--- config.mk ---
export PLATFORM = sky130hd
export DESIGN_NAME = bip_control
export DESIGN_NICKNAME = d
export VERILOG_FILES = /design/src/rtl/bip_pkg.sv /design/src/rtl/bip_instr_decoder.sv /design/src/rtl/bip_control.sv
export SDC_FILE = /design/constraint.sdc
export NUM_CORES = 1
export LEC_CHECK = 0
export ABC_AREA = 0
export BUFFER_PORTS_ARGS = -buffer_cell sky130_fd_sc_hd__buf_2
export CAP_MARGIN = 25
export CORE_ASPECT_RATIO = 0.6
export CORE_MARGIN = 1
export CORE_UTILIZATION = 45
export DETAILED_ROUTE_END_ITERATION = 7
export PLACE_DENSITY = 0.8
export SLEW_MARGIN = 10
export SYNTH_ARGS = -nofsm -noshare
export SYNTH_HDL_FRONTEND = slang
export SYNTH_HIERARCHICAL = 1
export SYNTH_SLANG_ARGS = --single-unit
--- constraint.sdc ---
create_clock -name i_clk -period 2.59 [get_ports i_clk]
set_input_delay 0.3885 -clock i_clk [delete_from_list [all_inputs] [get_ports i_clk]]
set_output_delay 0.3885 -clock i_clk [all_outputs]
set_load 0.01 [all_outputs]
--- src/rtl/bip_pkg.sv ---
`default_nettype none
// ============================================================================
// Module      : bip_pkg
// Description : Shared definitions for the BIP control unit: default widths,
//               opcode encodings, selA encodings and FSM state encoding.
// Revision    : 1.0 - initial release
// ============================================================================
package bip_pkg;

    // Default widths
    localparam int c_NB_PC            = 11;
    localparam int c_NB_OPCODE        = 5;
    localparam int c_NB_OPERANDO      = 11;
    localparam int c_NB_INSTR         = 16;
    localparam int c_NB_DECODER_SEL_A = 2;
    localparam int c_NB_CYCLES        = 32;

    // Opcodes; everything from 01000 upward executes as a NOP
    localparam logic [c_NB_OPCODE-1:0] c_OP_HLT  = 5'b00000;
    localparam logic [c_NB_OPCODE-1:0] c_OP_STO  = 5'b00001;
    localparam logic [c_NB_OPCODE-1:0] c_OP_LD   = 5'b00010;
    localparam logic [c_NB_OPCODE-1:0] c_OP_LDI  = 5'b00011;
    localparam logic [c_NB_OPCODE-1:0] c_OP_ADD  = 5'b00100;
    localparam logic [c_NB_OPCODE-1:0] c_OP_ADDI = 5'b00101;
    localparam logic [c_NB_OPCODE-1:0] c_OP_SUB  = 5'b00110;
    localparam logic [c_NB_OPCODE-1:0] c_OP_SUBI = 5'b00111;

    // Accumulator input source select
    localparam logic [c_NB_DECODER_SEL_A-1:0] c_SEL_A_MEM     = 2'b00;
    localparam logic [c_NB_DECODER_SEL_A-1:0] c_SEL_A_OPERAND = 2'b01;
    localparam logic [c_NB_DECODER_SEL_A-1:0] c_SEL_A_ALU     = 2'b10;

    // FSM state encoding
    localparam int                   c_NB_STATE  = 3;
    localparam logic [c_NB_STATE-1:0] c_ST_IDLE   = 3'd0;
    localparam logic [c_NB_STATE-1:0] c_ST_FETCH  = 3'd1;
    localparam logic [c_NB_STATE-1:0] c_ST_DECODE = 3'd2;
    localparam logic [c_NB_STATE-1:0] c_ST_EXEC   = 3'd3;
    localparam logic [c_NB_STATE-1:0] c_ST_HALT   = 3'd4;

endpackage
`default_nettype wire

--- src/rtl/bip_instr_decoder.sv ---
`default_nettype none
// ============================================================================
// Module      : bip_instr_decoder
// Description : Purely combinational opcode decoder producing the datapath
//               and data-memory control set for one BIP opcode.
// Revision    : 1.0 - initial release
// ============================================================================
module bip_instr_decoder
    import bip_pkg::*;
(
    input  logic [c_NB_OPCODE-1:0]        i_opcode,
    output logic [c_NB_DECODER_SEL_A-1:0] o_sel_a,
    output logic                          o_sel_b,
    output logic                          o_wr_acc,
    output logic                          o_dm_rd,
    output logic                          o_dm_wr,
    output logic                          o_is_hlt
);

    // Opcode lookup; unlisted opcodes fall through to the all-zero NOP set
    always_comb begin
        o_sel_a  = c_SEL_A_MEM;
        o_sel_b  = 1'b0;
        o_wr_acc = 1'b0;
        o_dm_rd  = 1'b0;
        o_dm_wr  = 1'b0;
        o_is_hlt = 1'b0;
        case (i_opcode)
            c_OP_HLT:  o_is_hlt = 1'b1;
            c_OP_STO:  o_dm_wr  = 1'b1;
            c_OP_LD: begin
                o_sel_a  = c_SEL_A_MEM;
                o_wr_acc = 1'b1;
                o_dm_rd  = 1'b1;
            end
            c_OP_LDI: begin
                o_sel_a  = c_SEL_A_OPERAND;
                o_wr_acc = 1'b1;
            end
            c_OP_ADD, c_OP_SUB: begin
                o_sel_a  = c_SEL_A_ALU;
                o_sel_b  = 1'b0;
                o_wr_acc = 1'b1;
                o_dm_rd  = 1'b1;
            end
            c_OP_ADDI, c_OP_SUBI: begin
                o_sel_a  = c_SEL_A_ALU;
                o_sel_b  = 1'b1;
                o_wr_acc = 1'b1;
            end
            default: ;
        endcase
    end

endmodule
`default_nettype wire

--- src/rtl/bip_control.sv ---
`default_nettype none
// ============================================================================
// Module      : bip_control
// Description : BIP processor control unit. Runs a fixed FETCH -> DECODE ->
//               EXEC sequence per instruction, drives datapath and memory
//               strobes, and parks in HALT on an HLT opcode.
//               Optional cycle counter enabled by macro BIP_CYCLE_COUNT_EN.
// Revision    : 1.0 - initial release
// ============================================================================
module bip_control
    import bip_pkg::*;
#(
    parameter int NB_PC            = c_NB_PC,
    parameter int NB_OPCODE        = c_NB_OPCODE,
    parameter int NB_OPERANDO      = c_NB_OPERANDO,
    parameter int NB_INSTR         = c_NB_INSTR,
    parameter int NB_DECODER_SEL_A = c_NB_DECODER_SEL_A,
    parameter int NB_CYCLES        = c_NB_CYCLES
) (
    input  logic                        i_clk,
    input  logic                        i_rst,
    input  logic                        i_start,
    output logic [NB_PC-1:0]            o_pm_addr,
    output logic                        o_pm_rd,
    input  logic [NB_INSTR-1:0]         i_pm_data,
    output logic [NB_OPERANDO-1:0]      o_dm_addr,
    output logic                        o_dm_rd,
    output logic                        o_dm_wr,
    output logic [NB_DECODER_SEL_A-1:0] o_selA,
    output logic                        o_selB,
    output logic                        o_wrAcc,
    output logic [NB_OPCODE-1:0]        o_op,
    output logic [NB_OPERANDO-1:0]      o_operando,
    output logic                        o_halted,
    output logic [NB_CYCLES-1:0]        o_cycles
);

    logic [c_NB_STATE-1:0]       r_state;
    logic [NB_PC-1:0]            r_pc;
    logic [NB_INSTR-1:0]         r_ir;

    logic [NB_OPCODE-1:0]        w_dec_opcode;
    logic [NB_DECODER_SEL_A-1:0] w_dec_sel_a;
    logic                        w_dec_sel_b;
    logic                        w_dec_wr_acc;
    logic                        w_dec_dm_rd;
    logic                        w_dec_dm_wr;
    logic                        w_dec_is_hlt;

    // One decoder serves both stages: in DECODE it looks ahead at the word
    // arriving from program memory (dm_rd lookahead and HLT detection), in
    // every other state it decodes the latched instruction register.
    assign w_dec_opcode = (r_state == c_ST_DECODE) ? i_pm_data[NB_INSTR-1 -: NB_OPCODE]
                                                   : r_ir[NB_INSTR-1 -: NB_OPCODE];

    bip_instr_decoder u_decoder (
        .i_opcode (w_dec_opcode),
        .o_sel_a  (w_dec_sel_a),
        .o_sel_b  (w_dec_sel_b),
        .o_wr_acc (w_dec_wr_acc),
        .o_dm_rd  (w_dec_dm_rd),
        .o_dm_wr  (w_dec_dm_wr),
        .o_is_hlt (w_dec_is_hlt)
    );

    // Sequencer: state, program counter and instruction register
    always_ff @(posedge i_clk or posedge i_rst) begin
        if (i_rst) begin
            r_state <= c_ST_IDLE;
            r_pc    <= '0;
            r_ir    <= '0;
        end else begin
            case (r_state)
                c_ST_IDLE: begin
                    if (i_start) r_state <= c_ST_FETCH;
                end
                c_ST_FETCH: r_state <= c_ST_DECODE;
                c_ST_DECODE: begin
                    r_ir    <= i_pm_data;
                    r_state <= w_dec_is_hlt ? c_ST_HALT : c_ST_EXEC;
                end
                c_ST_EXEC: begin
                    // Natural wrap from all-ones back to zero
                    r_pc    <= r_pc + NB_PC'(1);
                    r_state <= c_ST_FETCH;
                end
                c_ST_HALT: r_state <= c_ST_HALT;
                default:   r_state <= c_ST_IDLE;
            endcase
        end
    end

    assign o_pm_addr = r_pc;

    // Output decode from the registered state; reset therefore forces every
    // strobe low immediately without waiting for a clock edge.
    always_comb begin
        o_pm_rd    = 1'b0;
        o_dm_addr  = '0;
        o_dm_rd    = 1'b0;
        o_dm_wr    = 1'b0;
        o_selA     = '0;
        o_selB     = 1'b0;
        o_wrAcc    = 1'b0;
        o_op       = '0;
        o_operando = '0;
        o_halted   = 1'b0;
        case (r_state)
            c_ST_FETCH: o_pm_rd = 1'b1;
            c_ST_DECODE: begin
                // Issue the data read now so it returns during EXEC
                if (w_dec_dm_rd) begin
                    o_dm_rd   = 1'b1;
                    o_dm_addr = i_pm_data[NB_OPERANDO-1:0];
                end
            end
            c_ST_EXEC: begin
                o_op       = r_ir[NB_INSTR-1 -: NB_OPCODE];
                o_operando = r_ir[NB_OPERANDO-1:0];
                o_dm_addr  = r_ir[NB_OPERANDO-1:0];
                o_selA     = w_dec_sel_a;
                o_selB     = w_dec_sel_b;
                o_wrAcc    = w_dec_wr_acc;
                o_dm_wr    = w_dec_dm_wr;
            end
            c_ST_HALT: o_halted = 1'b1;
            default: ;
        endcase
    end

`ifdef BIP_CYCLE_COUNT_EN
    logic [NB_CYCLES-1:0] r_cycles;
    logic                 w_busy;

    assign w_busy = (r_state == c_ST_FETCH) || (r_state == c_ST_DECODE) ||
                    (r_state == c_ST_EXEC);

    // Saturating count of clocks spent executing instructions
    always_ff @(posedge i_clk or posedge i_rst) begin
        if (i_rst) begin
            r_cycles <= '0;
        end else if (w_busy && (r_cycles != {NB_CYCLES{1'b1}})) begin
            r_cycles <= r_cycles + NB_CYCLES'(1);
        end
    end

    assign o_cycles = r_cycles;
`else
    assign o_cycles = '0;
`endif

endmodule
`default_nettype wire

==> results.yml, run 1 <==
global_routing:
  grt_antenna_before_repair: 0
  grt_max_degree: 31
  grt_pass1_vias: 1164
  track_usage_pct: 17.3
  grt_overflow: 0
  grt_pass1_wl_mm: 5.60
synthesis:
  yosysUniqueCellTypes: 33
  yosys.area_share.simple_pct: 20.1
  synth-edff-count: 0
  syn_area_um2: 1840
  synthCells: 172
  yosysWarnings: 6
  yosysSeqAreaShare_pct: 40.8
  ys_ff_latch: 30
  synth-xor-area-share_pct: 4.76
  async_reset_ff_share_pct: 100
  synth_top_family_by_area: "simple AND/OR/NAND/NOR gates"
  synth_adder_area_share_pct: 0.679
  synthMuxAreaShare_pct: 11.2
  synth_flop_cell: "dfrtp_1"
  synth-compound-area-share_pct: 5.71
  syn_avg_cell_area_um2: 10.7
power_and_ir_drop:
  ir_drop_mv: 0.275
  sw_frac_of_total_pct: 22.5
  combinationalPowerShare_pct: 5.4
  pwr-share-clk_pct: 42.2
  powerDensity_nw_per_um2: 389
  p_int_uw: 694
  p_leak_uw: 0.00144
  switching_power_uw: 202
  power_frac_seq_pct: 52.4
worst_setup_path:
  crit_chain: "nor3b_4 -> buf_6 -> mux2_4 -> nor4_4 -> and2_4 -> a21o_1 -> buf_2"
  path_class: "flop to output port"
  worstPathArrival_ps: 2180
  critPathMaxStageDelay_ps: 400
  start_kind: "flop"
  cp.required_ps: 2200
  cp_slowest_cell: "dfrtp_1"
  critPathCaptureType: "output port"
  crit_fanout: 6
run:
  maxCapViolations: 0
die:
  io_pins: 97
  core_um2: 3790
  rows: 17
  die_width_um: 84.6
  die_h_um: 51.6
  die_area_um2: 4360
  start_util_pct: 48.6
route:
  route.detailed.drc: 0
  dr_wl_met2_mm: 1.55
  first_iter_violations: 61
  drt_wl_total_mm: 3.66
  vias: 1345
  first_pass_iters: 6
  wl_met1_mm: 1.85
  top_layer: "met4"
  via_per_inst: 4.50
  met3_length_um: 206
  wl_per_cell_um: 12.3
  ant_nets: 0
clock_network:
  clk-insertion-delay-late_ps: 280
  cts_tree: "built"
  cts_buffer_depth: 2
  clock-root-buffer: "clkbuf_8"
  cts_buffers: 5
  cts_max_level: 2
  clkTransAtPathRegs_ps: 60
  numClockSinks: 30
finish:
  fillers: 320
  diodes: 0
  drive_above_1_share_pct: 41.7
  final_util_pct: 60.8
  design_area_um2: 2300
  final_cell_mix: "buf_2, conb_1, dfrtp_1"
  layout_commonest_cell: "buf_2"
  area_growth_pct: 25.0
  nets: 271
sta:
  rsz0062_at_grt: "true"
  finalHoldViolations: 0
  max_freq_mhz: 389
  fin_ws_ps: 19.5
  setup_violations: 0
  fin_crit_sh_pct: 99.2
  holdWs_ps: 171
  period_needed_ps: 2570
  slew_viol_final: 0
  skew_ps: 5.17
outcome:
  status: "completed"
place:
  io_buffer_count: 64
  dp_hpwl_mm: 2.63
  gp_congestion: 0.814
  pre_cts_slack_ps: 86.3
  dpl-instance-area_um2: 2110
min_path:
  hold_path.class: "primary input to async pin"
-- registers in the layout, indices dropped and copies added (netlist names) --
| signal | flops |
|---|---|
| r_state | 3 |
| r_ir | 16 |
| o_pm_addr | 11 |
-- path summary, 6_finish.rpt --
path                                                 from                        end  slack, ps  depth (start not counted)
min in group i_clk                           i_pm_data[6]        r_ir[6]$_DFFE_PP0N_        340                          2
max in group asynchronous                           i_rst       r_ir[14]$_DFFE_PP0N_       2150                          3
worst max-delay path               r_state[2]$_DFFE_PP0P_               o_dm_addr[5]         20                          7
worst min register to register  o_pm_addr[10]$_DFFE_PP0N_  o_pm_addr[10]$_DFFE_PP0N_        470                          1
worst max register to register     r_state[2]$_DFFE_PP0P_     r_state[0]$_DFFE_PP0P_        580                          9
worst min-delay path                                i_rst        r_ir[1]$_DFFE_PP0N_        170                          3
-- Yosys cell counts (2+ instances only) --
cell	instances	area, um2
buf_4	33	248
a21o_1	12	90.1
a21oi_1	2	10.0
nand4_1	3	18.8
and4_1	2	17.5
nor3b_2	2	25.0
and2_1	19	119
buf_6	4	45.0
dfrtp_1	30	751
nor2_1	5	18.8
and3_1	2	12.5
and2_4	4	35.0
xnor2_1	5	43.8
mux2_2	4	45.0
nand2_1	5	18.8
nor3_1	4	20.0
nand3_1	2	10.0
inv_1	2	7.51
and3b_1	2	17.5
xor2_1	5	43.8
mux2_1	13	146
-- through the flow --
step	total power, uW	std cells	TNS [ps]
after floorplan	541	203	0
after global placement	525	285	0
after detailed placement	526	285	0
after CTS	906	298	0
after global routing	940	299	-633
final	895	299	0
-- critical path, delay by kind of cell (launching register included) --
kind / cells / cell delay, ps
flip-flops: 1 / 400
AND/OR/NAND/NOR: 3 / 790
AO/OA/AOI/OAI: 1 / 110
buffers and inverters: 2 / 270
multiplexers: 1 / 330
-- repair_timing --
action / in CTS / in global routing
setup endpoints to repair: 14 / 13
pin swaps: 3 / 13
hold endpoints to repair: 0 / 0
gates cloned: 1 / 0
gates resized for setup: 18 / 0
buffers inserted: 4 / 1
hold buffers: 0 / 0
-- cell type report --
type / count / area, um2 / area share (%)
Timing Repair Buffer: 78 / 433 / 18.8
Tap cell: 47 / 58.8 / 2.55
Clock inverter: 1 / 5.00 / 0.217
Multi-Input combinational cell: 134 / 961 / 41.7
Sequential cell: 30 / 751 / 32.6
Clock buffer: 7 / 86.3 / 3.75
Inverter: 2 / 7.51 / 0.326
-- cell families (layout without fill, tap and decap cells) --
logic type,count (synthesis),count (layout)
compound gates,15,15
xor+xnor,10,10
fa+ha+maj,1,1
buf+inv,40,88
flops,30,30
mux,18,18
other cells,1,32
simple gates,57,58
-- power groups by stage --
stage	Clock, uW	Combinational (uW)	Sequential (uW)
2_1_floorplan	0	63.6	477
3_3_place_gp	0	48.1	477
3_5_place_dp	0	48.5	477
4_1_cts	389	48.7	469
5_1_grt	417	55.4	468
6_report	378	48.5	469
-- metal layers --
layer | up-vias | track usage (%)
met3 | 7 | 4.76
met1 | 608 | 24.1
met2 | 55 | 25.1
met4 | 0 | 7.91
li1 | 675 | -
met5 | - | 0
Power figures use the tool's default switching activity.
==> run 2: changes to the inputs <==
--- a/config.mk
+++ b/config.mk
@@ -13,4 +13,5 @@
 export CORE_UTILIZATION = 45
 export DETAILED_ROUTE_END_ITERATION = 7
+export MAX_ROUTING_LAYER = met4
 export PLACE_DENSITY = 0.8
 export SLEW_MARGIN = 10
==> constraint.sdc (replaced) <==
create_clock -name i_clk -period 2.59 [get_ports i_clk]
set_input_delay 0.259 -clock i_clk [delete_from_list [all_inputs] [get_ports i_clk]]
set_output_delay 0.259 -clock i_clk [all_outputs]
set_load 0.01 [all_outputs]
==> run 2 against run 1 <==
Combinational power fell by 1%. Cell count fell by 2.3%. Sequential power barely moved. Design area fell by 3.1%. Total power fell by 4.7%. Fmax rose by 3.8%. Global-route usage fell by 1.1 points. Clock power fell by 11%. Register-to-register slack improved by 40 ps. Routed wire length fell by 5.0%. Via count fell by 0.30%. Clock skew fell by 0.98 ps. The flow now finishes with violations (DRC). Largest cell class unchanged.
==> results.yml, run 2 (same netlist as run 1, synthesis figures left out) <==
global_routing:
  grtUsageMet1_pct: 22.2
  grt.busiest_layer: "met2"
  track_usage_pct: 16.2
  grt_pass1_vias: 1036
  grt_overflow: 0
  grt_pass1_wl_mm: 5.05
  grt_max_degree: 23
  grt_antenna_before_repair: 0
  grtUsageMet3_pct: 5.24
  grtUsageMet2_pct: 22.4
clock_network:
  clock-root-buffer: "clkbuf_8"
  hold_buffers: 0
  cts_max_level: 2
  clkTransAtPathRegs_ps: 60
  cts_tree: "built"
  cts_buffer_depth: 2
  cts_buffers: 5
  clk-insertion-delay-late_ps: 270
  numClockSinks: 30
sta:
  fin_ws_ps: 114
  fin_tns_setup_ps: 0
  relSlewSlack_pct: 45.7
  skew_ps: 4.19
  slew_viol_final: 0
  worstMarginPinSlew_ps: 813
  period_needed_ps: 2480
  fin_crit_sh_pct: 95.6
  setup_violations: 0
  max_freq_mhz: 404
  finalHoldViolations: 0
route:
  drt_wl_total_mm: 3.48
  first_iter_violations: 35
  vias: 1341
  route.detailed.drc: 8
  via_per_inst: 4.59
  wl_per_cell_um: 11.9
  first_pass_iters: 6
  ant_nets: 0
finish:
  final_cell_mix: "buf_2, conb_1, dfrtp_1"
  area_growth_pct: 21.1
  drive_above_1_share_pct: 40.0
  layout_commonest_cell: "buf_2"
  largest_reg_flops: 16
  nets: 265
  largest-register: "r_ir"
  diodes: 0
  fillers: 344
outcome:
  violations: "DRC"
  status: "finished with violations"
min_path:
  hold_path.class: "primary input to async pin"
place:
  gp_congestion: 0.789
  io_buffer_count: 64
  dp_hpwl_mm: 2.59
  pre_cts_slack_ps: 273
die:
  rows: 17
  core_um2: 3790
  io_pins: 97
  die_area_um2: 4360
  die_width_um: 84.6
  die_h_um: 51.6
  start_util_pct: 48.6
power_and_ir_drop:
  powerDensity_nw_per_um2: 383
  ir_drop_mv: 0.204
  p_leak_uw: 0.00140
  p_total_uw: 853
worst_setup_path:
  worstPathArrival_ps: 2220
  path_class: "flop to output port"
  start_kind: "flop"
  crit_fanout: 8
  critPathCaptureType: "output port"
  cp.required_ps: 2330
run:
  maxCapViolations: 0
==> run 2: worst max-delay path, stage by stage (launching register included) <==
cell	delay, ps
dfrtp_2	430
nor3b_2	180
buf_6	170
mux2_4	340
or3b_4	420
nor3b_2	170
and2_1	130
buf_2	120
==> run 2: worst paths after layout <==
check / depth (start not counted) / slack, ps / to / from
setup / recovery: 7 / 110 / o_selA[0] / r_state[2]$_DFFE_PP0P_
hold / removal: 2 / 140 / o_pm_addr[10]$_DFFE_PP0N_ / i_rst
max in group asynchronous: 3 / 1810 / r_state[2]$_DFFE_PP0P_ / i_rst
hold reg to reg: 1 / 470 / o_pm_addr[10]$_DFFE_PP0N_ / o_pm_addr[10]$_DFFE_PP0N_
min in group i_clk: 2 / 220 / r_ir[1]$_DFFE_PP0N_ / i_pm_data[1]
setup reg to reg: 8 / 620 / r_state[0]$_DFFE_PP0P_ / r_state[2]$_DFFE_PP0P_
==> run 2: area by class of cell <==
| type | count | area [um2] | share of cell area [%] |
|---|---|---|---|
| clock buffers | 7 | 76.3 | 3.42 |
| inverters | 2 | 7.51 | 0.337 |
| multi-input cells | 134 | 952 | 42.7 |
| flip-flops and latches | 30 | 752 | 33.7 |
| well taps | 47 | 58.8 | 2.64 |
| repair buffers | 72 | 384 | 17.2 |
==> run 2: repair_timing <==
item / CTS / global route
gates resized for setup: 2 / 13
endpoints found under the setup margin: 12 / 13
gates cloned: 0 / 1
pin swaps: 1 / 0
buffers inserted: 1 / 2
==> run 2: report_power, final <==
group / total [uW] / switching [uW] / internal (uW)
sequential: 469 / 0 / 469
clock: 336 / 152 / 184
combinational: 48.0 / 36.8 / 11.2
==> run 2: routing by layer <==
layer  part of all wire, %  up-vias
li1                      -      668
met4                   1.0        0
met1                    51      607
met2                    40       61
met5                     0        -
met3                   7.2        5
==> run 2: stage by stage <==
step / instances / instance area (um2) / utilization, % / hold slack [ps]
floorplan: 203 / 1960 / - / 350
global placement: 281 / 2080 / 54.9 / 456
detailed placement: 281 / 2080 / 54.9 / 454
CTS: 289 / 2170 / 57.2 / 155
global route: 292 / 2230 / 58.9 / 205
finish: 292 / 2230 / 58.9 / 135
